`config.mk`:
```
export PLATFORM = sky130hd
export DESIGN_NAME = memex_writeback_unit
export DESIGN_NICKNAME = d
export VERILOG_FILES = /design/src/rtl/rv32e_pkg.sv /design/src/rtl/memex_writeback_unit_load_align.sv /design/src/rtl/memex_writeback_unit.sv
export SDC_FILE = /design/constraint.sdc
export NUM_CORES = 1
export LEC_CHECK = 0
export ABC_AREA = 1
export CAP_MARGIN = 20
export CORE_MARGIN = 3
export CORE_UTILIZATION = 37
export CTS_CLUSTER_DIAMETER = 150
export DETAILED_ROUTE_END_ITERATION = 8
export GPL_TIMING_DRIVEN = 0
export HOLD_SLACK_MARGIN = 0.15
export PLACE_DENSITY = 0.76
export SYNTH_ARGS = -nofsm -noshare
export SYNTH_HDL_FRONTEND = slang
export SYNTH_SLANG_ARGS = --single-unit
```
`constraint.sdc`:
```
create_clock -name clk -period 1.4 [get_ports clk]
set_clock_uncertainty 0.1 [all_clocks]
set_input_delay 0.14 -clock clk [delete_from_list [all_inputs] [get_ports clk]]
set_output_delay 0.14 -clock clk [all_outputs]
set_load 0.05 [all_outputs]
```
`src/rtl/rv32e_pkg.sv`:
```
// Shared RV32E pipeline types for the MEMEX write-back stage.
package rv32e_pkg;

    typedef enum logic [1:0] {
        RD_SEL_ALU  = 2'd0,
        RD_SEL_LOAD = 2'd1,
        RD_SEL_PC4  = 2'd2,
        RD_SEL_IMM  = 2'd3
    } rd_data_sel_t;

    typedef enum logic [1:0] {
        WIDTH_BYTE = 2'd0,
        WIDTH_HALF = 2'd1,
        WIDTH_WORD = 2'd2
    } data_width_t;

    typedef enum logic {
        MEMEX_IDLE = 1'b0,
        MEMEX_WAIT = 1'b1
    } memex_state_t;

    // Reserved width encoding 3 behaves like a word access.
    function automatic logic is_misaligned(input logic [1:0] width, input logic [1:0] offset);
        logic mis;
        case (width)
            WIDTH_BYTE: mis = 1'b0;
            WIDTH_HALF: mis = offset[0];
            default:    mis = (offset != 2'b00);
        endcase
        return mis;
    endfunction

endpackage

```
`src/rtl/memex_writeback_unit_load_align.sv`:
```
// Combinational byte/half/word extraction from an aligned read word, with sign or zero extension.
module load_align
    import rv32e_pkg::*;
(
    input  logic [31:0] rdata,
    input  logic [1:0]  offset,
    input  logic [1:0]  width,
    input  logic        sign_extend,
    output logic [31:0] data
);
    logic [7:0]  byte_s;
    logic [15:0] half_s;

    // Pick the addressed byte and half-word lanes.
    always_comb begin
        byte_s = 8'h00;
        case (offset)
            2'd0:    byte_s = rdata[7:0];
            2'd1:    byte_s = rdata[15:8];
            2'd2:    byte_s = rdata[23:16];
            2'd3:    byte_s = rdata[31:24];
            default: byte_s = 8'h00;
        endcase
        if (offset[1]) begin
            half_s = rdata[31:16];
        end else begin
            half_s = rdata[15:0];
        end
    end

    // Extend the selected lane to 32 bits.
    always_comb begin
        data = rdata;
        case (width)
            WIDTH_BYTE: data = sign_extend ? {{24{byte_s[7]}}, byte_s} : {24'h000000, byte_s};
            WIDTH_HALF: data = sign_extend ? {{16{half_s[15]}}, half_s} : {16'h0000, half_s};
            default:    data = rdata;
        endcase
    end

endmodule

```
`src/rtl/memex_writeback_unit.sv`:
```
// MEMEX write-back stage: waits for load data, selects the write-back value and drives a
// registered register-file write port, stalling upstream and flagging load faults.
module memex_writeback_unit
    import rv32e_pkg::*;
#(
    parameter int TIMEOUT_CYCLES = 15
) (
    input  logic        clk,
    input  logic        rst,
    input  logic        invalid_MEMEX,
    input  logic [31:0] pc4_MEMEX,
    input  logic [3:0]  rd_MEMEX,
    input  logic [31:0] alu_result_MEMEX,
    input  logic        regfile_we_MEMEX,
    input  logic [1:0]  rd_data_sel_MEMEX,
    input  logic        lsu_sign_extend_MEMEX,
    input  logic [1:0]  data_width_MEMEX,
    input  logic [31:0] immediate_MEMEX,
    input  logic        dmem_rvalid,
    input  logic [31:0] dmem_rdata,
    output logic        stall_MEMEX,
    output logic        regfile_we,
    output logic [3:0]  regfile_waddr,
    output logic [31:0] regfile_wdata,
    output logic        load_fault
);
    localparam int CNT_W = $clog2(TIMEOUT_CYCLES + 1);
    localparam logic [CNT_W-1:0] TIMEOUT_C = CNT_W'(TIMEOUT_CYCLES);
    localparam logic [CNT_W-1:0] CNT_ONE_C = CNT_W'(1);
    localparam logic [CNT_W-1:0] CNT_ZERO_C = CNT_W'(0);
    localparam logic [0:0] ST_IDLE = MEMEX_IDLE;
    localparam logic [0:0] ST_WAIT = MEMEX_WAIT;

    logic [0:0]       state_r, state_nxt_s;
    logic [CNT_W-1:0] cnt_r, cnt_nxt_s;
    logic             live_s, load_s, misaligned_s, aligned_load_s;
    logic             complete_s, fault_s, stall_s, write_s;
    logic [31:0]      load_data_s, wb_data_s;
    logic             regfile_we_r, load_fault_r;
    logic [3:0]       regfile_waddr_r;
    logic [31:0]      regfile_wdata_r;

    assign live_s         = !invalid_MEMEX && regfile_we_MEMEX;
    assign load_s         = live_s && (rd_data_sel_MEMEX == RD_SEL_LOAD);
    assign misaligned_s   = load_s && is_misaligned(data_width_MEMEX, alu_result_MEMEX[1:0]);
    assign aligned_load_s = load_s && !misaligned_s;

    load_align u_load_align (
        .rdata       (dmem_rdata),
        .offset      (alu_result_MEMEX[1:0]),
        .width       (data_width_MEMEX),
        .sign_extend (lsu_sign_extend_MEMEX),
        .data        (load_data_s)
    );

    // Load-wait FSM: decides completion, fault, stall and the next counter value.
    always_comb begin
        state_nxt_s = state_r;
        cnt_nxt_s   = cnt_r;
        complete_s  = 1'b0;
        fault_s     = 1'b0;
        stall_s     = 1'b0;
        case (state_r)
            ST_IDLE: begin
                if (misaligned_s) begin
                    fault_s = 1'b1;
                end else if (aligned_load_s) begin
                    if (dmem_rvalid) begin
                        complete_s = 1'b1;
                    end else begin
                        state_nxt_s = ST_WAIT;
                        cnt_nxt_s   = CNT_ONE_C;
                        stall_s     = 1'b1;
                    end
                end else begin
                    complete_s = live_s;
                end
            end
            ST_WAIT: begin
                // Upstream holds the load steady here, so the live inputs are still the load.
                if (dmem_rvalid) begin
                    complete_s  = 1'b1;
                    state_nxt_s = ST_IDLE;
                    cnt_nxt_s   = CNT_ZERO_C;
                end else if (cnt_r >= TIMEOUT_C) begin
                    fault_s     = 1'b1;
                    state_nxt_s = ST_IDLE;
                    cnt_nxt_s   = CNT_ZERO_C;
                end else begin
                    cnt_nxt_s = cnt_r + CNT_ONE_C;
                    stall_s   = 1'b1;
                end
            end
            default: begin
                state_nxt_s = ST_IDLE;
                cnt_nxt_s   = CNT_ZERO_C;
            end
        endcase
    end

    // Write-back source select.
    always_comb begin
        wb_data_s = alu_result_MEMEX;
        case (rd_data_sel_MEMEX)
            RD_SEL_ALU:  wb_data_s = alu_result_MEMEX;
            RD_SEL_LOAD: wb_data_s = load_data_s;
            RD_SEL_PC4:  wb_data_s = pc4_MEMEX;
            RD_SEL_IMM:  wb_data_s = immediate_MEMEX;
            default:     wb_data_s = alu_result_MEMEX;
        endcase
    end

    assign write_s     = complete_s && (rd_MEMEX != 4'd0);
    assign stall_MEMEX = stall_s;

    // FSM state, timeout counter and registered write-back/fault outputs.
    always_ff @(posedge clk) begin
        if (rst) begin
            state_r         <= ST_IDLE;
            cnt_r           <= CNT_ZERO_C;
            regfile_we_r    <= 1'b0;
            regfile_waddr_r <= 4'd0;
            regfile_wdata_r <= 32'h0000_0000;
            load_fault_r    <= 1'b0;
        end else begin
            state_r      <= state_nxt_s;
            cnt_r        <= cnt_nxt_s;
            regfile_we_r <= write_s;
            load_fault_r <= fault_s;
            if (write_s) begin
                regfile_waddr_r <= rd_MEMEX;
                regfile_wdata_r <= wb_data_s;
            end else begin
                regfile_waddr_r <= regfile_waddr_r;
                regfile_wdata_r <= regfile_wdata_r;
            end
        end
    end

    assign regfile_we    = regfile_we_r;
    assign regfile_waddr = regfile_waddr_r;
    assign regfile_wdata = regfile_wdata_r;
    assign load_fault    = load_fault_r;

endmodule

```
==> impl_results.rst, run 1 <==
.. list-table::
   :header-rows: 1

   * - Metric
     - Value
   * - Run status
     - finished, violations left
   * - Violations in the final reports
     - negative setup slack
   * - Switching Power
     - 1.495 mW
   * - Area of all sequential standard cells
     - 869.6 µm²
   * - Worst slack on hold paths
     - 0.04701 ns
   * - Dominant combinational cell family by area after synthesis
     - simple AND/OR/NAND/NOR gates
   * - Wire length of the first global-routing pass
     - 23,650 µm
   * - Height of the chip
     - 103.9 µm
   * - Share of the synthesized area in compound gates (AO/OA/AOI/OAI)
     - 12.72%
   * - Most heavily used metal layer in global routing
     - met2
   * - Final count of hold timing violations
     - 0
   * - Number of DRC markers in iteration 0
     - 419
   * - Final Max Tran Viols
     - 0
   * - Worst slew margin relative to its limit
     - 63.73%
   * - Cell-by-cell listing of the critical path
     - nand2_4 -> o21ai_4 -> nor2_4 -> nand2_4 -> nor2_8 -> buf_6 -> buf_8 -> nand4_1 -> nand2_1 -> inv_1
   * - Synth Area in Adders
     - 0.3525%
   * - Die outline area
     - 10,800 µm²
   * - Final-stage net count
     - 971
   * - Post-synthesis mux area share
     - 0%
   * - Critical Path Max Stage Delay
     - 0.40 ns
   * - Crit path kind
     - flip-flop to flip-flop
   * - Number of clock buffers inserted by TritonCTS
     - 5
   * - RSZ-0062 raised after global routing
     - yes
   * - Clock transition at the registers of the reported paths
     - 0.09 ns
   * - Synthesis-stage register bit count
     - 43
   * - Final global-route overflow total
     - 0
   * - Commonest cells after routing, fill and taps aside
     - 187 x sky130_fd_sc_hd__nand2_1, 126 x sky130_fd_sc_hd__clkdlybuf4s50_1, 85 x sky130_fd_sc_hd__nand3_1, 74 x sky130_fd_sc_hd__inv_1, 40 x sky130_fd_sc_hd__dfxtp_1
   * - Routed len/inst
     - 16.22 µm
   * - Final core utilization
     - 65.61%
   * - Share of flip-flops with an asynchronous set or reset after synthesis
     - 0%
   * - Class of the worst hold path
     - primary input to flip-flop
   * - Global routing met3 resource utilization
     - 6.704%
   * - Maximum number of pins on one net before global-route repair
     - 14
   * - Post-Syn Instances
     - 613
   * - Startpoint Class
     - flip-flop
   * - Share of layout cells above drive strength 1
     - 18.82%
   * - Areal power density over the cells
     - 661.9 nW/µm²
   * - Number of standard-cell rows in the floorplan
     - 35
   * - Critical Path Fanout Max
     - 7
   * - Number of global-route vias before repair
     - 4,762
   * - Avg Synthesized Cell Area
     - 5.791 µm²
   * - Inserted Diodes
     - 0
   * - Xor/xnor cell area share of the yosys netlist
     - 0.2467%
   * - VDD IR-drop max
     - 0.0004277 V
   * - Yosys synthesis warning count
     - 0
   * - Fraction of power consumed by combinational cells
     - 43.3%
   * - First-pass detailed-route iteration total
     - 7
   * - Number of vias after detailed routing
     - 5,074
   * - I/O pin count
     - 181
   * - Number of buffers between clock root and the deepest sink
     - 2
   * - P_int
     - 2.536 mW
   * - Area growth, synth to finish
     - 71.59%
   * - Part of the power in the clock network
     - 23.2%
   * - Final Wtd Congestion
     - 0.9046
   * - Max-cap check violation count
     - 0
   * - Area of the placeable core
     - 9284 µm²
   * - Grt met1 use
     - 31.05%
   * - Root cell of the clock tree
     - sky130_fd_sc_hd__clkbuf_8
   * - Setup ws final
     - -0.2245 ns
   * - Detail Route Antenna Nets
     - 0
   * - Sum of net half-perimeters after detailed placement
     - 11,350 µm
   * - Effective utilization at floorplan
     - 38.23%
   * - Top Family by Delay on Critical Path
     - simple AND/OR/NAND/NOR gates
   * - Number of H-tree levels
     - 2
   * - Cell with the most instances on the worst path
     - sky130_fd_sc_hd__nand2_4
   * - Worst Path Buf+Inv
     - 3
   * - Sum of negative setup slack
     - -6.099 ns
   * - Antenna violations before repair
     - 0
   * - Leakage dissipation
     - 2.872 nW
   * - Worst-margin pin slew
     - 0.5441 ns
   * - Required time reported for the critical path endpoint
     - 1.51 ns
   * - Leading cell type in the layout, fill and taps excluded
     - sky130_fd_sc_hd__nand2_1
   * - Post-route DRC
     - 0
   * - Most frequently used flop master after synthesis
     - sky130_fd_sc_hd__dfxtp_1
   * - Number of buffer cells added on primary ports
     - 177
   * - Num Clock Sinks
     - 43
   * - Minimum clock period after layout
     - 1.625 ns
   * - Fillcell total
     - 819
   * - Crit path capture type
     - flip-flop
   * - Post-synth EDFFs
     - 0
   * - Area of the multi-input gates
     - 2364 µm²
   * - Post-Synth Simple-Gate Area
     - 48.15%
   * - Count of unique library cells instantiated by Yosys
     - 34
   * - X dimension of the die
     - 103.9 µm
   * - CTS tree
     - yes
   * - Switching Fraction
     - 37.09%
   * - Netlist Area Pre-Place
     - 3550 µm²
   * - Data arrival time of the critical path
     - 1.73 ns
   * - Post-synthesis net count
     - 756
   * - Gr usage total
     - 26.73%
   * - Seq pwr share
     - 33.5%
   * - Critical Path Slowest Stage Cell
     - sky130_fd_sc_hd__dfxtp_4
   * - Routed via count divided by cell count
     - 5.296
   * - Final worst path period share
     - 116.0%
   * - Sum of routed wire length over all layers
     - 15,530 µm
   * - FMAX
     - 615.6 MHz
   * - Fraction of met2 tracks used by global routing
     - 46.43%
   * - Sequential cell area fraction in the yosys report
     - 24.25%
   * - Clock latency reported for the late side of the worst-skew pair
     - 0.30 ns
   * - Final setup violation count
     - 38
-- sequential cells by signal (all words and copies together), names as in the netlist --
| name | flops |
|---|---|
| state_r | 1 |
| cnt_r | 4 |
| load_fault | 1 |
| regfile_wdata | 32 |
| regfile_waddr | 4 |
| regfile_we | 1 |
-- area by class of cell --
class	count	area share [%]
Clock inverter	1	0.1233
Multi-Input combinational cell	450	38.80
Timing Repair Buffer	209	33.28
Buffer	39	4.211
Tap cell	129	2.650
Inverter	80	5.074
Clock buffer	7	1.582
Sequential cell	43	14.28
-- logic make-up after synthesis --
| logic type | count (synthesis) |
|---|---|
| XOR/XNOR | 1 |
| AND/OR/NAND/NOR | 376 |
| AO/OA/AOI/OAI | 72 |
| adder cells (fa/ha/maj) | 1 |
| buffers and inverters | 120 |
| flip-flops | 43 |
-- per-layer routing --
layer	share of wire (%)	wire length [µm]	vias to the layer above
li1	-	-	2408
met1	38	5861	2301
met2	49	7594	309
met3	9.3	1450	56
met4	4.0	628	0
met5	0	0	-
-- per-stage QoR --
stage / setup slack, ns / cell area, µm² / total power [mW] / cells
finish: -0.2245 / 6091 / 4.031 / 958
global route: -0.2933 / 6091 / 4.209 / 958
CTS: -0.2280 / 5967 / 3.960 / 946
detailed placement: -0.9166 / 5519 / 2.972 / 919
global placement: -0.8969 / 5519 / 2.948 / 919
floorplan: -0.03876 / 3586 / 2.232 / 613
-- worst reg2reg max path, delay by kind of cell, from the launching register on --
kind / cells / cell delay (ns)
buf+inv: 3 / 0.32
compound gates: 1 / 0.07
simple gates: 6 / 0.65
flops: 1 / 0.40
-- power groups by stage --
stage / sequential, mW / clock, mW / combinational, mW
after floorplan: 1.64 / 0 / 0.594
after global placement: 1.37 / 0 / 1.58
after detailed placement: 1.37 / 0 / 1.60
after CTS: 1.35 / 0.927 / 1.69
after global routing: 1.36 / 0.983 / 1.87
final: 1.35 / 0.936 / 1.75
-- final timing paths --
kind / from / end / slack, ns / depth (start not counted)
worst max-delay path: state_r / regfile_wdata[14] / -0.22 / 10
worst min-delay path: rd_MEMEX[3] / regfile_waddr[3] / 0.05 / 3
worst max register to register: state_r / regfile_wdata[14] / -0.22 / 10
worst min register to register: regfile_waddr[3] / regfile_waddr[3] / 0.38 / 2
-- synthesized netlist by cell type, types with 2 or more instances --
cell type / count / area share, %
sky130_fd_sc_hd__buf_2: 17 / 2.4
sky130_fd_sc_hd__inv_1: 77 / 8.1
sky130_fd_sc_hd__o21ai_0: 19 / 2.7
sky130_fd_sc_hd__a21oi_1: 20 / 2.8
sky130_fd_sc_hd__buf_6: 3 / 0.95
sky130_fd_sc_hd__nand2_4: 2 / 0.63
sky130_fd_sc_hd__clkbuf_1: 16 / 1.7
sky130_fd_sc_hd__nand3b_1: 2 / 0.42
sky130_fd_sc_hd__buf_1: 2 / 0.21
sky130_fd_sc_hd__nand3_2: 2 / 0.56
sky130_fd_sc_hd__o211ai_1: 4 / 0.85
sky130_fd_sc_hd__o21a_1: 24 / 5.1
sky130_fd_sc_hd__nand2_1: 195 / 21
sky130_fd_sc_hd__nor2_4: 2 / 0.63
sky130_fd_sc_hd__nor3_1: 2 / 0.28
sky130_fd_sc_hd__nor2_2: 2 / 0.35
sky130_fd_sc_hd__nand4_1: 31 / 5.5
sky130_fd_sc_hd__inv_4: 2 / 0.35
sky130_fd_sc_hd__dfxtp_1: 43 / 24
sky130_fd_sc_hd__nor2_1: 46 / 4.9
sky130_fd_sc_hd__nand2_2: 2 / 0.35
sky130_fd_sc_hd__nor2_8: 2 / 1.1
sky130_fd_sc_hd__buf_4: 2 / 0.42
sky130_fd_sc_hd__nand3_1: 86 / 12
-- repair_timing --
action                     CTS  global route
setup buffers               13            16
gates cloned                 6             0
gates resized for setup    160            72
hold buffers                 0             1
hold endpoints to repair     0             2
pin swaps                   36            29
setup endpoints to repair   80            61
Power figures use the tool's default switching activity.
==> run 2: changes to the inputs <==
--- a/config.mk
+++ b/config.mk
@@ -6,8 +6,9 @@
 export NUM_CORES = 1
 export LEC_CHECK = 0
 export ABC_AREA = 1
+export ABC_CLOCK_PERIOD_IN_PS = 1400
 export CAP_MARGIN = 20
-export CORE_MARGIN = 3
+export CORE_MARGIN = 2
 export CORE_UTILIZATION = 37
 export CTS_CLUSTER_DIAMETER = 150
 export DETAILED_ROUTE_END_ITERATION = 8
==> impl_results.rst, run 2 (same netlist as run 1, synthesis figures left out) <==
.. list-table::
   :header-rows: 1

   * - Metric
     - Value
   * - Class of the worst hold path
     - primary input to flip-flop
   * - Cell area after layout
     - 6043 µm²
   * - Routed len/inst
     - 16.29 µm
   * - Final worst path period share
     - 114.7%
   * - I/O pin count
     - 181
   * - Run status
     - finished, violations left
   * - Number of H-tree levels
     - 2
   * - Number of vias after detailed routing
     - 5,017
   * - Critical Path Slowest Stage Cell
     - sky130_fd_sc_hd__dfxtp_4
   * - Worst slack on hold paths
     - 0.2252 ns
   * - Antenna violations before repair
     - 0
   * - Final Max Tran Viols
     - 0
   * - Minimum clock period after layout
     - 1.606 ns
   * - Sum of routed wire length over all layers
     - 15,590 µm
   * - Final count of hold timing violations
     - 0
   * - Number of DRC markers in iteration 0
     - 283
   * - Number of standard-cell rows in the floorplan
     - 35
   * - Clock latency reported for the late side of the worst-skew pair
     - 0.30 ns
   * - Critical Path Max Stage Delay
     - 0.37 ns
   * - Leakage dissipation
     - 2.846 nW
   * - Data arrival time of the critical path
     - 1.72 ns
   * - Root cell of the clock tree
     - sky130_fd_sc_hd__clkbuf_8
   * - Number of clock buffers inserted by TritonCTS
     - 5
   * - CTS tree
     - yes
   * - Maximum number of pins on one net before global-route repair
     - 14
   * - Crit path capture type
     - flip-flop
   * - Final-stage net count
     - 970
   * - Area growth, synth to finish
     - 70.25%
   * - Number of buffers between clock root and the deepest sink
     - 2
   * - Area of the placeable core
     - 9284 µm²
   * - X dimension of the die
     - 101.9 µm
   * - Areal power density over the cells
     - 685.6 nW/µm²
   * - Worst-margin pin slew
     - 0.5559 ns
   * - FMAX
     - 622.8 MHz
   * - Routed via count divided by cell count
     - 5.242
   * - Violations in the final reports
     - negative setup slack
   * - Max-cap check violation count
     - 0
   * - Worst slew margin relative to its limit
     - 62.94%
   * - Number of flip-flops under the largest register name
     - 32
   * - Detail Route Antenna Nets
     - 0
   * - VDD IR-drop max
     - 0.0006147 V
   * - Inserted Diodes
     - 0
   * - Wire length of the first global-routing pass
     - 23,500 µm
   * - Crit path kind
     - flip-flop to flip-flop
   * - Share of layout cells above drive strength 1
     - 17.87%
   * - Final setup violation count
     - 38
   * - Required time reported for the critical path endpoint
     - 1.51 ns
   * - Setup ws final
     - -0.2057 ns
   * - Sum of net half-perimeters after detailed placement
     - 11,350 µm
   * - Number of buffer cells added on primary ports
     - 177
   * - Clock transition at the registers of the reported paths
     - 0.09 ns
   * - Total power consumption of the routed design
     - 4.143 mW
   * - Num Clock Sinks
     - 43
   * - Leading cell type in the layout, fill and taps excluded
     - sky130_fd_sc_hd__nand2_1
   * - Height of the chip
     - 101.9 µm
   * - Final Wtd Congestion
     - 0.9519
   * - Commonest cells after routing, fill and taps aside
     - 186 x sky130_fd_sc_hd__nand2_1, 130 x sky130_fd_sc_hd__clkdlybuf4s50_1, 85 x sky130_fd_sc_hd__nand3_1, 74 x sky130_fd_sc_hd__inv_1, 40 x sky130_fd_sc_hd__dfxtp_1
   * - Cell-by-cell listing of the critical path
     - nand2_4 -> o21ai_2 -> nor2_2 -> nand2_4 -> nor2_8 -> buf_6 -> buf_6 -> nand4_1 -> nand2_1 -> inv_1
   * - Final global-route overflow total
     - 0
   * - Post-place instance area
     - 5519 µm²
   * - Post-route DRC
     - 0
   * - RSZ-0062 raised after global routing
     - yes
   * - Die outline area
     - 10,390 µm²
   * - Startpoint Class
     - flip-flop
   * - Gr usage total
     - 28.81%
   * - Number of global-route vias before repair
     - 4,960
   * - First-pass detailed-route iteration total
     - 7
   * - Effective utilization at floorplan
     - 38.23%
   * - Critical Path Fanout Max
     - 7
==> run 2: through the flow <==
| step | TNS [ns] | std cells | utilization [%] | setup slack, ns |
|---|---|---|---|---|
| after global routing | -9.685 | 957 | 65.09 | -0.3256 |
| after global placement | -26.20 | 919 | 59.45 | -0.8846 |
| after CTS | -6.374 | 955 | 65.40 | -0.2633 |
| after detailed placement | -27.41 | 919 | 59.45 | -0.9229 |
| final | -5.445 | 957 | 65.09 | -0.2057 |
| after floorplan | -0.5219 | 613 | - | -0.03876 |
==> run 2: power by group <==
part / switching [mW] / internal (mW)
clock: 0.493 / 0.579
combinational: 0.951 / 0.773
sequential: 0.0492 / 1.30
==> run 2: final timing paths <==
path,start,to,slack (ns),cells after the start
worst max-delay path,state_r,regfile_wdata[23],-0.21,10
worst min-delay path,alu_result_MEMEX[0],regfile_wdata[0],0.23,5
worst max register to register,state_r,regfile_wdata[23],-0.21,10
worst min register to register,regfile_waddr[1],regfile_waddr[1],0.38,2
==> run 2: area by class of cell <==
cell class / count / area, µm²
tap: 129 / 161.4
timing repair buffer: 209 / 2022
clock inverter: 2 / 35.03
inverter: 80 / 309.0
sequential: 43 / 872.1
clock buffer: 6 / 82.58
buffer: 38 / 241.5
multi-input combinational: 450 / 2320
fill: 839 / 3241
==> run 2: routing by layer <==
metal,global-route usage [%],up-vias,share of wire (%)
met4,8.821,0,3.1
met2,53.49,269,49
li1,-,2400,-
met5,0,-,0
met3,5.335,50,8.2
met1,33.39,2298,39
==> run 2: timing repair <==
action,in CTS,in global routing
gates resized for setup,171,44
endpoints found under the setup margin,80,56
cloned,7,0
pin swaps,39,23
buffers inserted,22,10
hold endpoints to repair,1,1
hold buffers,1,1
==> run 2: worst max-delay path, delay by kind of cell, from the launching register on <==
| family | cells | cell delay, ns |
|---|---|---|
| and+or+nand+nor | 6 | 0.67 |
| AOI/OAI and AO/OA | 1 | 0.06 |
| DFF | 1 | 0.37 |
| buffers and inverters | 3 | 0.32 |
==> run 3: changes to the inputs <==
--- a/config.mk
+++ b/config.mk
@@ -5,11 +5,10 @@
 export SDC_FILE = /design/constraint.sdc
 export NUM_CORES = 1
 export LEC_CHECK = 0
-export ABC_AREA = 1
 export ABC_CLOCK_PERIOD_IN_PS = 1400
 export CAP_MARGIN = 20
 export CORE_MARGIN = 2
-export CORE_UTILIZATION = 37
+export CORE_UTILIZATION = 35
 export CTS_CLUSTER_DIAMETER = 150
 export DETAILED_ROUTE_END_ITERATION = 8
 export GPL_TIMING_DRIVEN = 0
==> impl_results.rst, run 3 <==
.. list-table::
   :header-rows: 1

   * - Metric
     - Value
   * - Run status
     - finished, violations left
   * - Xor/xnor cell area share of the yosys netlist
     - 0%
   * - Class of the worst hold path
     - primary input to flip-flop
   * - Number of non-filler instances in the completed layout
     - 727
   * - Avg Synthesized Cell Area
     - 7.451 µm²
   * - Number of instances in the placed design
     - 709
   * - Top post-synthesis cells by count
     - 64 x sky130_fd_sc_hd__nor2_1, 56 x sky130_fd_sc_hd__nand2_1, 43 x sky130_fd_sc_hd__dfxtp_1
   * - Detail Route Antenna Nets
     - 0
   * - Root cell of the clock tree
     - sky130_fd_sc_hd__clkbuf_8
   * - Post-synthesis mux area share
     - 8.673%
   * - Number of vias after detailed routing
     - 4,085
   * - Max-cap check violation count
     - 0
   * - Leading cell type in the layout, fill and taps excluded
     - sky130_fd_sc_hd__clkdlybuf4s50_1
   * - RSZ-0062 raised after global routing
     - yes
   * - Min-delay src
     - rd_data_sel_MEMEX[1]
   * - Height of the chip
     - 99.01 µm
   * - Sum of negative setup slack
     - -7.536 ns
   * - Final count of hold timing violations
     - 0
   * - Leading cell type by number of instances after synthesis
     - sky130_fd_sc_hd__nor2_1
   * - Share of flip-flops with an asynchronous set or reset after synthesis
     - 0%
   * - Final core utilization
     - 63.99%
   * - Leading post-synthesis cells by cell area
     - sky130_fd_sc_hd__dfxtp_1 27%, sky130_fd_sc_hd__nor2_1 7.6%, sky130_fd_sc_hd__nand2_1 6.7%
   * - Num Clock Sinks
     - 43
   * - Fraction of power consumed by combinational cells
     - 43.3%
   * - Sum of routed wire length over all layers
     - 13,780 µm
   * - Number of buffer cells added on primary ports
     - 177
   * - Final Max Tran Viols
     - 0
   * - Die outline area
     - 9802 µm²
   * - Number of standard-cell rows in the floorplan
     - 34
   * - Critical Path Fanout Max
     - 5
   * - Minimum clock period after layout
     - 1.644 ns
   * - Post-route DRC
     - 0
   * - I/O pin count
     - 181
   * - Most heavily used metal layer in global routing
     - met2
   * - Inserted Diodes
     - 0
   * - Final setup violation count
     - 38
   * - Share of layout cells above drive strength 1
     - 23.91%
   * - CTS tree
     - yes
   * - Final global-route overflow total
     - 0
   * - Clock transition at the registers of the reported paths
     - 0.09 ns
   * - Final worst path period share
     - 117.4%
   * - Area of the placeable core
     - 8721 µm²
   * - Part of the power in the clock network
     - 21.5%
   * - Required time reported for the critical path endpoint
     - 1.49 ns
   * - Final Wtd Congestion
     - 0.9104
   * - Number of DRC markers in iteration 0
     - 337
   * - Synth Area in Adders
     - 0.3960%
   * - Grt met1 use
     - 30.85%
   * - Share of the synthesized area in the top cell type
     - 27.25%
   * - Seq pwr share
     - 35.1%
   * - Number of global-route vias before repair
     - 4,032
   * - Critical Path Slowest Stage Cell
     - sky130_fd_sc_hd__dfxtp_4
   * - Most frequently used flop master after synthesis
     - sky130_fd_sc_hd__dfxtp_1
   * - Sequential cell area fraction in the yosys report
     - 27.25%
   * - Leakage dissipation
     - 2.276 nW
   * - Wire length of the first global-routing pass
     - 20,670 µm
   * - Worst Path Buf+Inv
     - 2
   * - Switching Power
     - 1.396 mW
   * - Dominant combinational cell family by area after synthesis
     - compound AO/OA/AOI/OAI gates
   * - Worst slew margin relative to its limit
     - 57.47%
   * - Number of clock buffers inserted by TritonCTS
     - 5
   * - Effective utilization at floorplan
     - 36.23%
   * - FMAX
     - 608.4 MHz
   * - Crit path kind
     - flip-flop to flip-flop
   * - Share of the synthesized area in compound gates (AO/OA/AOI/OAI)
     - 34.30%
   * - Commonest cells after routing, fill and taps aside
     - 126 x sky130_fd_sc_hd__clkdlybuf4s50_1, 61 x sky130_fd_sc_hd__nor2_1, 54 x sky130_fd_sc_hd__nand2_1, 40 x sky130_fd_sc_hd__dfxtp_1, 35 x sky130_fd_sc_hd__inv_1
   * - Post-synthesis net count
     - 567
   * - Number of flip-flops under the largest register name
     - 32
   * - Global routing met3 resource utilization
     - 7.943%
   * - Maximum number of pins on one net before global-route repair
     - 14
   * - Area growth, synth to finish
     - 76.63%
   * - Routed via count divided by cell count
     - 5.619
   * - Startpoint Class
     - flip-flop
   * - Clock latency reported for the late side of the worst-skew pair
     - 0.30 ns
   * - Sum of net half-perimeters after detailed placement
     - 10,180 µm
   * - Yosys synthesis warning count
     - 0
   * - Cell with the most instances on the worst path
     - sky130_fd_sc_hd__buf_6
   * - Startpoint of the worst register-to-register path
     - state_r
   * - Netlist Area Pre-Place
     - 3159 µm²
   * - Crit path capture type
     - flip-flop
   * - Switching Fraction
     - 36.56%
   * - Critical Path Max Stage Delay
     - 0.38 ns
   * - Top Family by Delay on Critical Path
     - compound AO/OA/AOI/OAI gates
   * - VDD IR-drop max
     - 0.0003942 V
   * - Data arrival time of the critical path
     - 1.74 ns
   * - First-pass detailed-route iteration total
     - 6
   * - Worst-margin pin slew
     - 0.6365 ns
   * - Cell-by-cell listing of the critical path
     - o21bai_1 -> o221ai_2 -> a21oi_2 -> buf_6 -> nor2_4 -> buf_6 -> a32o_1
   * - Fraction of met2 tracks used by global routing
     - 47.04%
   * - Gr usage total
     - 26.73%
   * - Critical path startpoint
     - state_r
   * - Post-Synth Simple-Gate Area
     - 20.16%
   * - Routed len/inst
     - 18.96 µm
   * - Final-stage net count
     - 761
   * - Synth area leader
     - sky130_fd_sc_hd__dfxtp_1
   * - Number of H-tree levels
     - 2
   * - Violations in the final reports
     - negative setup slack
   * - Count of unique library cells instantiated by Yosys
     - 50
   * - Antenna violations before repair
     - 0
   * - Hold buffer count at cts
     - 0
   * - Post-synth EDFFs
     - 0
   * - Post-place instance area
     - 5094 µm²
   * - Areal power density over the cells
     - 684.1 nW/µm²
   * - Worst slack on hold paths
     - 0.2201 ns
   * - Post-Syn Instances
     - 424
   * - Synthesis-stage register bit count
     - 43
   * - X dimension of the die
     - 99.01 µm
   * - Cell area after layout
     - 5580 µm²
   * - P_int
     - 2.422 mW
   * - Setup ws final
     - -0.2436 ns
   * - Number of buffers between clock root and the deepest sink
     - 2
## run 3: cell count changes after synthesis, moves of 13 or more
cell	previous run	this run
sky130_fd_sc_hd__o21a_1	24	1
sky130_fd_sc_hd__nand2_1	195	56
sky130_fd_sc_hd__o22ai_1	0	13
sky130_fd_sc_hd__nand4_1	31	0
sky130_fd_sc_hd__nand3_1	86	1
sky130_fd_sc_hd__inv_1	77	35
sky130_fd_sc_hd__nor2_1	46	64
## run 3: timing repair
action	in CTS	in global routing
pin swaps	24	12
buffers inserted	6	3
gates resized for setup	191	41
cloned	4	0
hold endpoints to repair	0	0
setup endpoints to repair	82	55
## run 3: area by class of cell
| class | instances | area [µm²] |
|---|---|---|
| clock buffers | 6 | 72.57 |
| clock inverters | 2 | 12.51 |
| inverters | 36 | 142.6 |
| plain buffers | 31 | 232.7 |
| repair buffers | 190 | 1842 |
| well taps | 108 | 135.1 |
| flip-flops and latches | 43 | 869.6 |
| multi-input cells | 311 | 2273 |
| fillers | 754 | 3141 |
## run 3: kinds of logic (layout without fill, tap and decap cells)
family,count (synthesis),in the layout
AO/OA/AOI/OAI,138,138
adder cells (fa/ha/maj),1,1
buffers and inverters,70,265
flip-flops,43,43
multiplexers,23,23
AND/OR/NAND/NOR,149,149
## run 3: path summary, 6_finish.rpt
check	slack, ns	endpoint	cells after the start
setup reg to reg	-0.24	regfile_wdata[25]	7
hold reg to reg	0.38	regfile_wdata[20]	1
setup / recovery	-0.24	regfile_wdata[25]	7
hold / removal	0.22	load_fault	5
## run 3: worst reg2reg max path: cells and delay by family (launching register included)
family	cells	cell delay, ns
simple gates	1	0.06
buf+inv	2	0.32
flops	1	0.38
compound gates	4	0.68
## run 3: power by group through the flow
stage	Sequential, mW	Combinational, mW	Clock [mW]
2_1_floorplan	1.62	0.547	0
3_3_place_gp	1.36	1.50	0
3_5_place_dp	1.37	1.52	0
4_1_cts	1.34	1.62	0.834
5_1_grt	1.35	1.75	0.877
6_report	1.34	1.65	0.823
## run 3: layer usage
metal | wire, µm | share of wire [%]
met3 | 1402 | 10
met4 | 428 | 3.1
met5 | 0 | 0
met1 | 5273 | 38
met2 | 6677 | 48
## run 3: through the flow
step	total power [mW]	setup WS, ns
global placement	2.865	-1.223
detailed placement	2.889	-1.253
global route	3.979	-0.3059
CTS	3.792	-0.2926
finish	3.818	-0.2436
floorplan	2.164	-0.2463
